$ cat src/rtl/drive_cmd_uart_tx.sv
// Drive Direct command serialiser: turns the mode FSM's 3-bit drive_state into
// 5-byte 0x91 frames and shifts them out as UART 8N1, on change and on periodic refresh.
module drive_cmd_uart_tx #(
  parameter int CLKS_PER_BIT   = 434,
  parameter int REFRESH_CYCLES = 5_000_000,
  parameter int TURN_MMS       = 100,
  parameter int SLOW_MMS       = 100,
  parameter int MED_MMS        = 200,
  parameter int FAST_MMS       = 300
) (
  input  logic       clk_50,
  input  logic       reset,
  input  logic [2:0] drive_state,
  output logic       uart_tx,
  output logic       busy,
  output logic       frame_done,
  output logic [2:0] sent_state
);

  localparam int CNT_W = (CLKS_PER_BIT > 1) ? $clog2(CLKS_PER_BIT) : 1;
  localparam int TMR_W = (REFRESH_CYCLES > 1) ? $clog2(REFRESH_CYCLES) : 1;
  localparam logic [CNT_W-1:0] BIT_LAST = CNT_W'(CLKS_PER_BIT - 1);
  localparam logic [TMR_W-1:0] TMR_LAST = TMR_W'(REFRESH_CYCLES - 1);
  localparam logic [7:0]       OPCODE   = 8'h91;

  typedef enum logic [1:0] {
    ST_IDLE,
    ST_START,
    ST_DATA,
    ST_STOP
  } state_t;

  state_t           r_state, w_stateNext;
  logic [CNT_W-1:0] r_bitCnt, w_bitCntNext;
  logic [2:0]       r_bitIdx, w_bitIdxNext;
  logic [2:0]       r_byteIdx, w_byteIdxNext;
  logic [39:0]      r_frame, w_frameNext;
  logic [7:0]       r_txByte, w_txByteNext;
  logic [TMR_W-1:0] r_refreshTmr, w_refreshTmrNext;
  logic             r_firstFrame, w_firstFrameNext;
  logic             r_tx, w_txNext;
  logic             r_busy, w_busyNext;
  logic             r_frameDone, w_frameDoneNext;
  logic [2:0]       r_sentState, w_sentStateNext;

  logic             w_refreshDue;
  logic             w_trigger;
  logic             w_bitEnd;
  logic [15:0]      w_velRight;
  logic [15:0]      w_velLeft;

  // Wheel velocities (right, left); unused codes 110/111 fall through to STOP.
  always_comb begin
    w_velRight = '0;
    w_velLeft  = '0;
    case (drive_state)
      3'b001: begin
        w_velRight = 16'(TURN_MMS);
        w_velLeft  = -16'(TURN_MMS);
      end
      3'b010: begin
        w_velRight = -16'(TURN_MMS);
        w_velLeft  = 16'(TURN_MMS);
      end
      3'b011: begin
        w_velRight = 16'(SLOW_MMS);
        w_velLeft  = 16'(SLOW_MMS);
      end
      3'b100: begin
        w_velRight = 16'(MED_MMS);
        w_velLeft  = 16'(MED_MMS);
      end
      3'b101: begin
        w_velRight = 16'(FAST_MMS);
        w_velLeft  = 16'(FAST_MMS);
      end
      default: begin
        w_velRight = '0;
        w_velLeft  = '0;
      end
    endcase
  end

  assign w_refreshDue = (r_refreshTmr == TMR_LAST);
  assign w_trigger    = r_firstFrame | (drive_state != r_sentState) | w_refreshDue;
  assign w_bitEnd     = (r_bitCnt == BIT_LAST);

  // Next-state and datapath; the frame snapshot is taken only at the IDLE trigger,
  // so drive_state changes mid-frame never reach the bytes in flight.
  always_comb begin
    w_stateNext      = r_state;
    w_bitCntNext     = w_bitEnd ? '0 : r_bitCnt + 1'b1;
    w_bitIdxNext     = r_bitIdx;
    w_byteIdxNext    = r_byteIdx;
    w_frameNext      = r_frame;
    w_txByteNext     = r_txByte;
    w_refreshTmrNext = w_refreshDue ? r_refreshTmr : r_refreshTmr + 1'b1;
    w_firstFrameNext = r_firstFrame;
    w_txNext         = r_tx;
    w_busyNext       = r_busy;
    w_frameDoneNext  = 1'b0;
    w_sentStateNext  = r_sentState;

    case (r_state)
      ST_IDLE: begin
        w_bitCntNext = '0;
        if (w_trigger) begin
          w_stateNext      = ST_START;
          w_sentStateNext  = drive_state;
          w_frameNext      = {OPCODE, w_velRight, w_velLeft};
          w_firstFrameNext = 1'b0;
          w_refreshTmrNext = '0;
          w_byteIdxNext    = 3'd0;
          w_txNext         = 1'b0;
          w_busyNext       = 1'b1;
        end
      end

      ST_START: begin
        if (w_bitEnd) begin
          w_stateNext  = ST_DATA;
          w_bitIdxNext = 3'd0;
          w_txNext     = r_frame[32];
          w_txByteNext = {1'b0, r_frame[39:33]};
          w_frameNext  = {r_frame[31:0], 8'h00};
        end
      end

      ST_DATA: begin
        if (w_bitEnd) begin
          if (r_bitIdx == 3'd7) begin
            w_stateNext = ST_STOP;
            w_txNext    = 1'b1;
          end else begin
            w_bitIdxNext = r_bitIdx + 3'd1;
            w_txNext     = r_txByte[0];
            w_txByteNext = {1'b0, r_txByte[7:1]};
          end
        end
      end

      ST_STOP: begin
        if (w_bitEnd) begin
          if (r_byteIdx < 3'd4) begin
            w_stateNext   = ST_START;
            w_byteIdxNext = r_byteIdx + 3'd1;
            w_txNext      = 1'b0;
          end else begin
            w_stateNext     = ST_IDLE;
            w_busyNext      = 1'b0;
            w_frameDoneNext = 1'b1;
          end
        end
      end

      default: begin
        w_stateNext = ST_IDLE;
        w_txNext    = 1'b1;
        w_busyNext  = 1'b0;
      end
    endcase
  end

  always_ff @(posedge clk_50) begin
    if (reset) begin
      r_state      <= ST_IDLE;
      r_bitCnt     <= '0;
      r_bitIdx     <= 3'd0;
      r_byteIdx    <= 3'd0;
      r_frame      <= '0;
      r_txByte     <= '0;
      r_refreshTmr <= '0;
      r_firstFrame <= 1'b1;
      r_tx         <= 1'b1;
      r_busy       <= 1'b0;
      r_frameDone  <= 1'b0;
      r_sentState  <= 3'b000;
    end else begin
      r_state      <= w_stateNext;
      r_bitCnt     <= w_bitCntNext;
      r_bitIdx     <= w_bitIdxNext;
      r_byteIdx    <= w_byteIdxNext;
      r_frame      <= w_frameNext;
      r_txByte     <= w_txByteNext;
      r_refreshTmr <= w_refreshTmrNext;
      r_firstFrame <= w_firstFrameNext;
      r_tx         <= w_txNext;
      r_busy       <= w_busyNext;
      r_frameDone  <= w_frameDoneNext;
      r_sentState  <= w_sentStateNext;
    end
  end

  assign uart_tx    = r_tx;
  assign busy       = r_busy;
  assign frame_done = r_frameDone;
  assign sent_state = r_sentState;

endmodule

$ cat config.mk
export PLATFORM = sky130hd
export DESIGN_NAME = drive_cmd_uart_tx
export DESIGN_NICKNAME = d
export VERILOG_FILES = /design/src/rtl/drive_cmd_uart_tx.sv
export SDC_FILE = /design/constraint.sdc
export NUM_CORES = 1
export LEC_CHECK = 0
export BUFFER_PORTS_ARGS = -buffer_cell sky130_fd_sc_hd__buf_2
export CAP_MARGIN = 20
export CORE_MARGIN = 2
export CORE_UTILIZATION = 55
export DETAILED_ROUTE_END_ITERATION = 8
export GPL_TIMING_DRIVEN = 1
export PLACE_DENSITY = 0.72
export SETUP_SLACK_MARGIN = 0.1
export SLEW_MARGIN = 20
export SYNTH_ARGS = -nofsm -noshare
export SYNTH_HDL_FRONTEND = slang
export SYNTH_SLANG_ARGS = --single-unit
$ cat constraint.sdc
create_clock -name clk_50 -period 6.8 [get_ports clk_50]
set_clock_uncertainty 0.1 [all_clocks]
set_input_delay 0 -clock clk_50 [delete_from_list [all_inputs] [get_ports clk_50]]
set_output_delay 0 -clock clk_50 [all_outputs]
set_load 0.005 [all_outputs]
Word level (Yosys, flattened, before mapping)
Cells that the tools add are included.
{"block": "op_classes", "addsub": 4, "n_lt_le_gt_ge": 1, "n_eq_ne": 20, "mux": 39, "bitwise": 4, "n_reduce_logical": 15}
{"operator": "$pmux W16 S4", "n": 2}
{"operator": "$mux W40", "n": 2}
{"operator": "$pmux W40 S2", "n": 1}
{"operator": "$mux W23", "n": 3}
{"operator": "$mux W8", "n": 3}
{"operator": "$add A23 B1 Y23 const B", "n": 1}
{"operator": "$eq A23 B23 Y1 const B", "n": 1}
{"operator": "$mux W3", "n": 6}
{"operator": "$ne A2 B2 Y1 const B", "n": 8}
{"operator": "$pmux W8 S2", "n": 1}
{"operator": "$pmux W3 S2", "n": 2}
{"operator": "$reduce_and A4 Y1", "n": 3}
{"operator": "$mux W1", "n": 11}
{"operator": "$mux W2", "n": 5}
{"operator": "$reduce_and A5 Y1", "n": 2}
{"operator": "$add A9 B1 Y9 const B", "n": 1}
{"operator": "$eq A3 B3 Y1 const B", "n": 3}
{"operator": "$eq A9 B9 Y1 const B", "n": 1}
{"operator": "$pmux W2 S4", "n": 1}
{"operator": "$add A3 B1 Y3 const B", "n": 2}
{"operator": "$eq A3 B2 Y1 const B", "n": 2}
{"operator": "$reduce_bool A2 Y1", "n": 3}
{"operator": "$reduce_or A3 Y1", "n": 2}
{"operator": "$eq A2 B2 Y1 const B", "n": 2}
{"operator": "other kinds (12)", "n": 15}
{"block": "word_totals", "ff_bits": 95, "in_bits": 5}

Depth between registers and ports, before layout
Gate-level depths: netlist (run 1).
{"block": "depth", "depth_word": 5, "ltp_mapped": 10}

Worst setup path after synthesis (run 1)
No wires, ideal clock.
{"block": "synth_path", "path_kind": "register to register", "start": "reg r_bitCnt[0]", "end": "reg r_byteIdx[2]", "arrival_ns": 1.974, "required_time_ns": 6.630, "setup_slack_ns": 4.656, "path_stages_with_launch": 8, "n_path_buf": 1, "cell_sequence": "dfxtp_1 > ha_1 > nand4bb_1 > or4_1 > buf_6 > o21a_1 > or4b_1 > a21oi_1"}
{"block": "synth_via", "elab_chain_cells": 3}
{"item": "from (decl)", "line_no": "34", "text": "logic [CNT_W-1:0] r_bitCnt, w_bitCntNext;"}
{"item": "from (signal assigned)", "line_no": "180", "text": "r_bitCnt <= w_bitCntNext;"}
{"item": "$eq A9 B9 Y1", "line_no": "86", "text": "assign w_bitEnd = (r_bitCnt == BIT_LAST);"}
{"item": "$ne A2 B2 Y1 (no source line)"}
{"item": "$reduce_and A4 Y1 (no source line)"}
{"item": "to (signal assigned)", "line_no": "182", "text": "r_byteIdx <= w_byteIdxNext;"}
{"item": "to (decl)", "line_no": "36", "text": "logic [2:0] r_byteIdx, w_byteIdxNext;"}
Every way passes these cells.
A chain may end at the register's enable or synchronous reset.

Worst setup path in the final report (run 1)
{"block": "layout_path", "start": "reg r_state[0]", "end": "reg r_frame[36]"}
{"block": "layout_via", "elab_chain_cells": 3, "elab_cells_between_ends": 7, "cone_classes": "3 x eq/ne; 1 x mux; 3 x reduce/logical"}
{"item": "from (decl)", "line_no": "33", "text": "state_t r_state, w_stateNext;"}
{"item": "from (signal assigned)", "line_no": "179", "text": "r_state <= w_stateNext;"}
{"item": "$eq A2 B1 Y1 or $logic_not A2 Y1 (tied branches)", "line_no": "104", "text": "case (r_state)"}
{"item": "$ne A2 B2 Y1 (no source line) or $reduce_bool A2 Y1 (tied branches)"}
{"item": "$reduce_and A3 Y1 (no source line)"}
{"item": "to (signal assigned)", "line_no": "183", "text": "r_frame <= w_frameNext;"}
{"item": "to (decl)", "line_no": "37", "text": "logic [39:0] r_frame, w_frameNext;"}
Parallel ways exist; a longest one is shown, timed or not.

==> metrics.log, run 1 <==
INFO  metric maxClockFrequency = 0.347 GHz
INFO  metric portBuffers = 10
INFO  metric num_rows = 31
INFO  metric drv.max_cap_violation_count = 0
INFO  metric detail_route.drc_violations = 0
INFO  metric gp_routability_congestion = 0.783
INFO  metric htree_levels = 3
INFO  metric slew_of_the_pin_with_the_lowest_slew_margin = 943 ps
INFO  metric dominantRegCellSynth = sky130_fd_sc_hd__dfxtp_1
INFO  metric synth-warning-count = 0
INFO  metric clock_sink_count = 91
INFO  metric clock_tree.root_cell = sky130_fd_sc_hd__clkbuf_8
INFO  metric design.portCount = 11
INFO  metric post_synth_arst_share = 0%
INFO  metric antennaDiodeCount = 0
INFO  metric final-hold-violation-count = 0
INFO  metric synth.top_cell.area_share = 43.2%
INFO  metric startpoint_type_of_the_worst_setup_path = flip-flop
INFO  metric drive_above_1_share = 7.16%
INFO  metric placeableCoreArea = 7330 um2
INFO  metric synth.net_count = 504
INFO  metric worst_hold_path_type = in -> reg
INFO  metric critical_path.endpoint_type = flip-flop
INFO  metric tns = 0 ps
INFO  metric ir_worst_vdd = 0.232 mV
INFO  metric track_usage = 21.4%
INFO  metric cts_tree = yes
INFO  metric synth_area_leader_cell = sky130_fd_sc_hd__dfxtp_1
INFO  metric crit_path_max_fanout = 27
INFO  metric pre_cts_slack = 3970 ps
INFO  metric postRouteWirelength = 8270 um
INFO  metric grt_pass1_wl = 14800 um
INFO  metric portion_of_the_post_synthesis_area_used_by_sequential_elements = 43.2%
INFO  metric critPathArrivalTime = 3050 ps
INFO  metric synth-seq-cells = 91
INFO  metric globalRouteOverflowTotal = 0
INFO  metric synth_cells = 489
INFO  metric num_vias = 3365
INFO  metric avgRoutedWirePerCell = 14.1 um
INFO  metric mean_cell_area_of_the_mapped_netlist = 8.62 um2
INFO  metric final_min_period_over_clock_period = 42.4%
INFO  metric worst_slack = 3920 ps
INFO  metric max-clock-path-buffers = 2
INFO  metric final_net_count = 499
INFO  metric dpl.hpwl = 5230 um
INFO  metric growth_of_design_area_from_synthesis_to_finish = 7.16%
INFO  metric fillCellCount = 657
INFO  metric drt_iter0_markers = 238
INFO  metric netlist-cell-type-count = 48
INFO  metric synth_common_cells = sky130_fd_sc_hd__dfxtp_1, sky130_fd_sc_hd__a21oi_1, sky130_fd_sc_hd__nor2_1, sky130_fd_sc_hd__o21ai_0, sky130_fd_sc_hd__xor2_1
INFO  metric cellLeakagePower = 1.57 nW
INFO  metric yosys.cell_count.top_type = sky130_fd_sc_hd__dfxtp_1
INFO  metric clk_pin_slew = 80 ps
INFO  metric period_minus_slack = 2880 ps
INFO  metric final-max-slew-violation-count = 0
INFO  metric powerDensity = 367 nW/um2
INFO  metric setup_viol = 0
INFO  metric grt_max_degree = 70
INFO  metric first_pass_iters = 6
INFO  metric die_area = 8380 um2
INFO  metric status = completed
INFO  metric post_synth_instance_area = 4210 um2
INFO  metric timing.setup.critical_path_class = reg -> reg
INFO  metric initial_core_utilization = 57.5%
INFO  metric number_of_global_route_vias_before_repair = 3141
INFO  metric setup_repair_after_global_routing_missed_its_margin = no
INFO  metric routed_via_density = 5.72
INFO  metric worst_skew_late_latency = 350 ps
INFO  metric worst-endpoint-required = 6960 ps
INFO  metric ant_nets = 0
INFO  metric post_synth_main_area_contributors = sky130_fd_sc_hd__dfxtp_1, sky130_fd_sc_hd__a21oi_1, sky130_fd_sc_hd__xor2_1
INFO  metric grt_antenna_before_repair = 0
INFO  metric die_x = 91.5 um
INFO  metric synth_enable_flop_cells = 0
INFO  metric placed_cell_area = 4280 um2
INFO  metric stdcell_area = 4520 um2
INFO  metric total_cts_buffers = 9
INFO  metric max-slew-margin-rel = 36.7%
INFO  metric final.hold.worst_slack = 147 ps
INFO  metric die_h = 91.5 um
==> flip-flops by register name (all words and copies together), names as in the netlist <==
| name | cells |
|---|---|
| busy | 1 |
| frame_done | 1 |
| r_bitCnt | 9 |
| r_bitIdx | 3 |
| r_byteIdx | 3 |
| r_firstFrame | 1 |
| r_frame | 37 |
| r_refreshTmr | 23 |
| r_state | 2 |
| r_txByte | 7 |
| sent_state | 3 |
| uart_tx | 1 |
==> report_power, final <==
| part | switching, mW | internal [mW] | leakage, nW |
|---|---|---|---|
| logic | 0.388 | 0.211 | 0.726 |
| clock network | 0.179 | 0.191 | 0.0998 |
| registers | 0.0567 | 0.633 | 0.741 |
| total | 0.624 | 1.04 | 1.57 |
==> what timing repair did <==
item | CTS | global route
gates resized for setup | 0 | 0
hold buffers | 3 | 0
endpoints found under the hold margin | 5 | 0
buffers inserted | 0 | 0
==> per-layer routing <==
| layer | global-route usage [%] | wire [um] |
|---|---|---|
| met3 | 4.65 | 362 |
| met5 | 0 | 0 |
| met4 | 5.05 | 76 |
| met1 | 31.6 | 4250 |
| met2 | 31.9 | 3580 |
==> worst max-delay path: stages (launching register included) <==
cell and delay, ps:
sky130_fd_sc_hd__dfxtp_1 350, sky130_fd_sc_hd__inv_1 110, sky130_fd_sc_hd__ha_1 390, sky130_fd_sc_hd__nand2b_1 90
sky130_fd_sc_hd__nor4_1 410, sky130_fd_sc_hd__a21boi_2 730, sky130_fd_sc_hd__nor2_4 300, sky130_fd_sc_hd__a311oi_1 310
==> cell usage in the layout, fill, tap and decap left out, types with 2 or more instances in the layout <==
cell type	count
sky130_fd_sc_hd__dfxtp_1	91
sky130_fd_sc_hd__a21oi_1	60
sky130_fd_sc_hd__nor2_1	53
sky130_fd_sc_hd__o21ai_0	28
sky130_fd_sc_hd__xor2_1	24
sky130_fd_sc_hd__a211oi_1	23
sky130_fd_sc_hd__nand2_1	22
sky130_fd_sc_hd__nand3_1	19
sky130_fd_sc_hd__nand4_1	17
sky130_fd_sc_hd__mux2i_1	14
sky130_fd_sc_hd__nand2b_1	13
sky130_fd_sc_hd__inv_1	11
sky130_fd_sc_hd__clkbuf_8	11
sky130_fd_sc_hd__ha_1	10
sky130_fd_sc_hd__buf_2	10
sky130_fd_sc_hd__xnor2_1	7
sky130_fd_sc_hd__and4_1	6
sky130_fd_sc_hd__and3_1	6
sky130_fd_sc_hd__nor3_1	6
sky130_fd_sc_hd__or4_1	5
sky130_fd_sc_hd__a311oi_1	5
sky130_fd_sc_hd__buf_4	5
sky130_fd_sc_hd__nor2b_1	3
sky130_fd_sc_hd__o31ai_1	3
sky130_fd_sc_hd__dlygate4sd3_1	3
sky130_fd_sc_hd__and2_1	2
sky130_fd_sc_hd__nor4b_1	2
sky130_fd_sc_hd__a21o_1	2
sky130_fd_sc_hd__nor3b_1	2
sky130_fd_sc_hd__nand3b_1	2
sky130_fd_sc_hd__o2111ai_1	2
sky130_fd_sc_hd__clkbuf_1	2
==> worst paths after layout <==
check | from | end | slack, ps | cells past startpoint
worst max-delay path | r_state[0] | r_frame[36] | 3920 | 7
worst max register to register | r_state[0] | r_frame[36] | 3920 | 7
worst min-delay path | reset | sent_state[2] | 150 | 3
worst min register to register | r_bitIdx[1] | r_bitIdx[1] | 360 | 2
==> final cells by class <==
cell class / instances / area (um2) / share of cell area [%]
well taps: 99 / 124 / 2.74
repair buffers: 18 / 118 / 2.60
multi-input cells: 353 / 2210 / 48.9
clock inverters: 3 / 46.3 / 1.03
flip-flops and latches: 91 / 1820 / 40.3
inverters: 11 / 41.3 / 0.914
clock buffers: 13 / 159 / 3.52
==> logic make-up after synthesis <==
logic type	Yosys count	synth area share (%)
AOI/OAI and AO/OA	132	18.9
xor gates and xnor gates	31	6.44
adders and majority gates	10	2.97
buffers and inverters	45	4.51
DFF	91	43.2
muxes	14	3.33
and+or+nand+nor	166	20.7
==> through the flow <==
stage / utilization, % / power, mW / instances
floorplan: - / 1.17 / 489
global placement: 58.4 / 1.28 / 569
detailed placement: 58.4 / 1.30 / 569
CTS: 61.6 / 1.67 / 588
global route: 61.6 / 1.79 / 588
finish: 61.6 / 1.66 / 588
No activity file was read; power rests on OpenSTA's default activity.
==> run 2: changes to the inputs <==
==> constraint.sdc (replaced) <==
create_clock -name clk_50 -period 2.9 [get_ports clk_50]
set_clock_uncertainty 0.1 [all_clocks]
set_input_delay 0 -clock clk_50 [delete_from_list [all_inputs] [get_ports clk_50]]
set_output_delay 0 -clock clk_50 [all_outputs]
set_load 0.005 [all_outputs]
==> run 2 against run 1 <==
Final area grew 1.7%. Fmax grew 12%. Clock-buffer cell count shrank 2. Die area is the same. Critical path depth grew 2. Non-clock buffer count grew 7. Register-to-register slack lost 3600 ps. Critical path type unchanged. Critical endpoint is now r_frame[39].
==> metrics.log, run 2 (same netlist as run 1, synthesis figures left out) <==
INFO  metric status = completed
INFO  metric drive_above_1_share = 8.30% (+1.1 points)
INFO  metric grt_antenna_before_repair = 0 (unchanged)
INFO  metric cts.repair.resized = 0 (unchanged)
INFO  metric final_net_count = 506 (+1.4%)
INFO  metric timing.setup.critical_path_class = reg -> reg
INFO  metric multi_input_area = 2210 um2 (unchanged)
INFO  metric die_x = 91.5 um (unchanged)
INFO  metric placeableCoreArea = 7330 um2 (unchanged)
INFO  metric layout.cells.most_common = sky130_fd_sc_hd__dfxtp_1
INFO  metric pre_cts_slack = 428 ps (-3540 ps)
INFO  metric setup_viol = 0 (unchanged)
INFO  metric first_pass_iters = 5 (-1)
INFO  metric worst-endpoint-required = 3060 ps (-3900 ps)
INFO  metric drt_iter0_markers = 271 (+14%)
INFO  metric antennaDiodeCount = 0 (unchanged)
INFO  metric initial_core_utilization = 57.5% (unchanged)
INFO  metric tns = 0 ps (unchanged)
INFO  metric postRouteWirelength = 8570 um (+3.7%)
INFO  metric worst_skew_late_latency = 350 ps (about the same)
INFO  metric die_h = 91.5 um (unchanged)
INFO  metric gp_routability_congestion = 0.821 (+4.8%)
INFO  metric maxClockFrequency = 0.390 GHz (+12%)
INFO  metric detail_route.drc_violations = 0 (unchanged)
INFO  metric setup_repair_after_global_routing_missed_its_margin = no
INFO  metric grt_max_degree = 41 (-41%)
INFO  metric max-clock-path-buffers = 2 (unchanged)
INFO  metric largest_register_ff_count = 37 (unchanged)
INFO  metric cts_tree = yes
INFO  metric ant_nets = 0 (unchanged)
INFO  metric critical_path.endpoint_type = flip-flop
INFO  metric clk_pin_slew = 90 ps (about the same)
INFO  metric register_bank_with_the_most_flops = r_frame
INFO  metric num_rows = 31 (unchanged)
INFO  metric critPathArrivalTime = 2730 ps (-320 ps)
INFO  metric worst_slack = 335 ps (-3580 ps)
INFO  metric dpl.hpwl = 5610 um (+7.2%)
INFO  metric fillCellCount = 655 (-0.30%)
INFO  metric number_of_global_route_vias_before_repair = 3156 (+0.48%)
INFO  metric final_min_period_over_clock_period = 88.4% (+46 points)
INFO  metric placed_cell_area = 4380 um2 (+2.4%)
INFO  metric crit_path_max_fanout = 24 (-11%)
INFO  metric design.portCount = 11 (unchanged)
INFO  metric final_cell_count_no_fill = 593 (+0.85%)
INFO  metric stdcell_area = 4590 um2 (+1.7%)
INFO  metric dp.cells = 576 (+1.2%)
INFO  metric num_vias = 3463 (+2.9%)
INFO  metric routed_via_density = 5.84 (+2.0%)
INFO  metric total_cts_buffers = 9 (unchanged)
INFO  metric register_area = 1820 um2 (unchanged)
INFO  metric postCtsSetupRepairBufs = 0 (unchanged)
INFO  metric hold_buffers = 3 (unchanged)
INFO  metric slew_of_the_pin_with_the_lowest_slew_margin = 888 ps (-55.1 ps)
INFO  metric globalRouteOverflowTotal = 0 (unchanged)
INFO  metric clock_sink_count = 91 (unchanged)
INFO  metric clock_tree.root_cell = sky130_fd_sc_hd__clkbuf_8
INFO  metric cellLeakagePower = 1.62 nW (+3.3%)
INFO  metric growth_of_design_area_from_synthesis_to_finish = 9.03%
INFO  metric max-slew-margin-rel = 40.4% (+3.7 points)
INFO  metric track_usage = 21.2% (-0.24 points)
INFO  metric powerDensity = 861 nW/um2 (+130%)
INFO  metric final-hold-violation-count = 0 (unchanged)
INFO  metric mostFrequentLayoutCells = sky130_fd_sc_hd__dfxtp_1, sky130_fd_sc_hd__a21oi_1, sky130_fd_sc_hd__nor2_1, sky130_fd_sc_hd__o21ai_0, sky130_fd_sc_hd__xor2_1
INFO  metric worst_hold_path_type = in -> reg
INFO  metric portBuffers = 10 (unchanged)
INFO  metric grt_pass1_wl = 14700 um (-1.0%)
INFO  metric drv.max_cap_violation_count = 0 (unchanged)
INFO  metric period_minus_slack = 2560 ps (-320 ps)
INFO  metric ir_worst_vdd = 0.411 mV (+77%)
INFO  metric htree_levels = 3 (unchanged)
INFO  metric final-max-slew-violation-count = 0 (unchanged)
INFO  metric avgRoutedWirePerCell = 14.5 um (+2.8%)
INFO  metric startpoint_type_of_the_worst_setup_path = flip-flop
INFO  metric die_area = 8380 um2 (unchanged)
INFO  metric top_regs = r_frame (37), r_refreshTmr (23), r_bitCnt (9)
run 2: cell count changes in the layout (fill, tap and decap cells not counted), sizes merged:
cell	delta
buf	+7
clkbuf	-2
clkinv	+1
clkinvlp	-1
run 2: layout make-up:
cell class | instances | area share (%)
Clock buffer | 11 | 3.08
Clock inverter | 3 | 0.871
Inverter | 11 | 0.899
Multi-Input combinational cell | 353 | 48.0
Sequential cell | 91 | 39.7
Tap cell | 99 | 2.70
Timing Repair Buffer | 25 | 4.79
run 2: final timing paths:
path	startpoint	end	cells after the start	slack (ps)
setup / recovery	r_state[0]	r_frame[39]	9	340
hold / removal	reset	sent_state[2]	2	20
setup reg to reg	r_state[0]	r_frame[39]	9	340
hold reg to reg	r_bitIdx[1]	r_bitIdx[1]	2	360
run 2: metrics by stage:
| step | hold WS [ps] | utilization [%] | power, mW |
|---|---|---|---|
| finish | 22.9 | 62.7 | 3.96 |
| global route | 65.0 | 62.7 | 4.22 |
| CTS | 11.0 | 62.7 | 3.96 |
| detailed placement | 274 | 59.8 | 3.13 |
| global placement | 262 | 59.8 | 3.10 |
| floorplan | 72.9 | - | 2.75 |
run 2: worst max-delay path, cell delays in order, from the launching register on:
cell	delay, ps
sky130_fd_sc_hd__dfxtp_1	350
sky130_fd_sc_hd__inv_1	120
sky130_fd_sc_hd__ha_1	200
sky130_fd_sc_hd__nand2b_1	70
sky130_fd_sc_hd__nor4_1	360
sky130_fd_sc_hd__a21boi_2	530
sky130_fd_sc_hd__buf_4	270
sky130_fd_sc_hd__nor2_4	70
sky130_fd_sc_hd__buf_12	170
sky130_fd_sc_hd__a311oi_1	240
run 2: power breakdown:
part           internal (mW)  leakage, nW  switching (mW)
combinational          0.574        0.782           0.941
sequential              1.48        0.741           0.135
clock                  0.411       0.0950           0.412
total                   2.47         1.62            1.49
run 2: layer usage:
metal | share of wire, % | global-route usage (%) | wire length [um]
met5 | 0 | 0 | 0
met1 | 51 | 31.0 | 4350
met4 | 1.6 | 7.45 | 138
met2 | 43 | 30.8 | 3720
met3 | 4.2 | 4.48 | 361
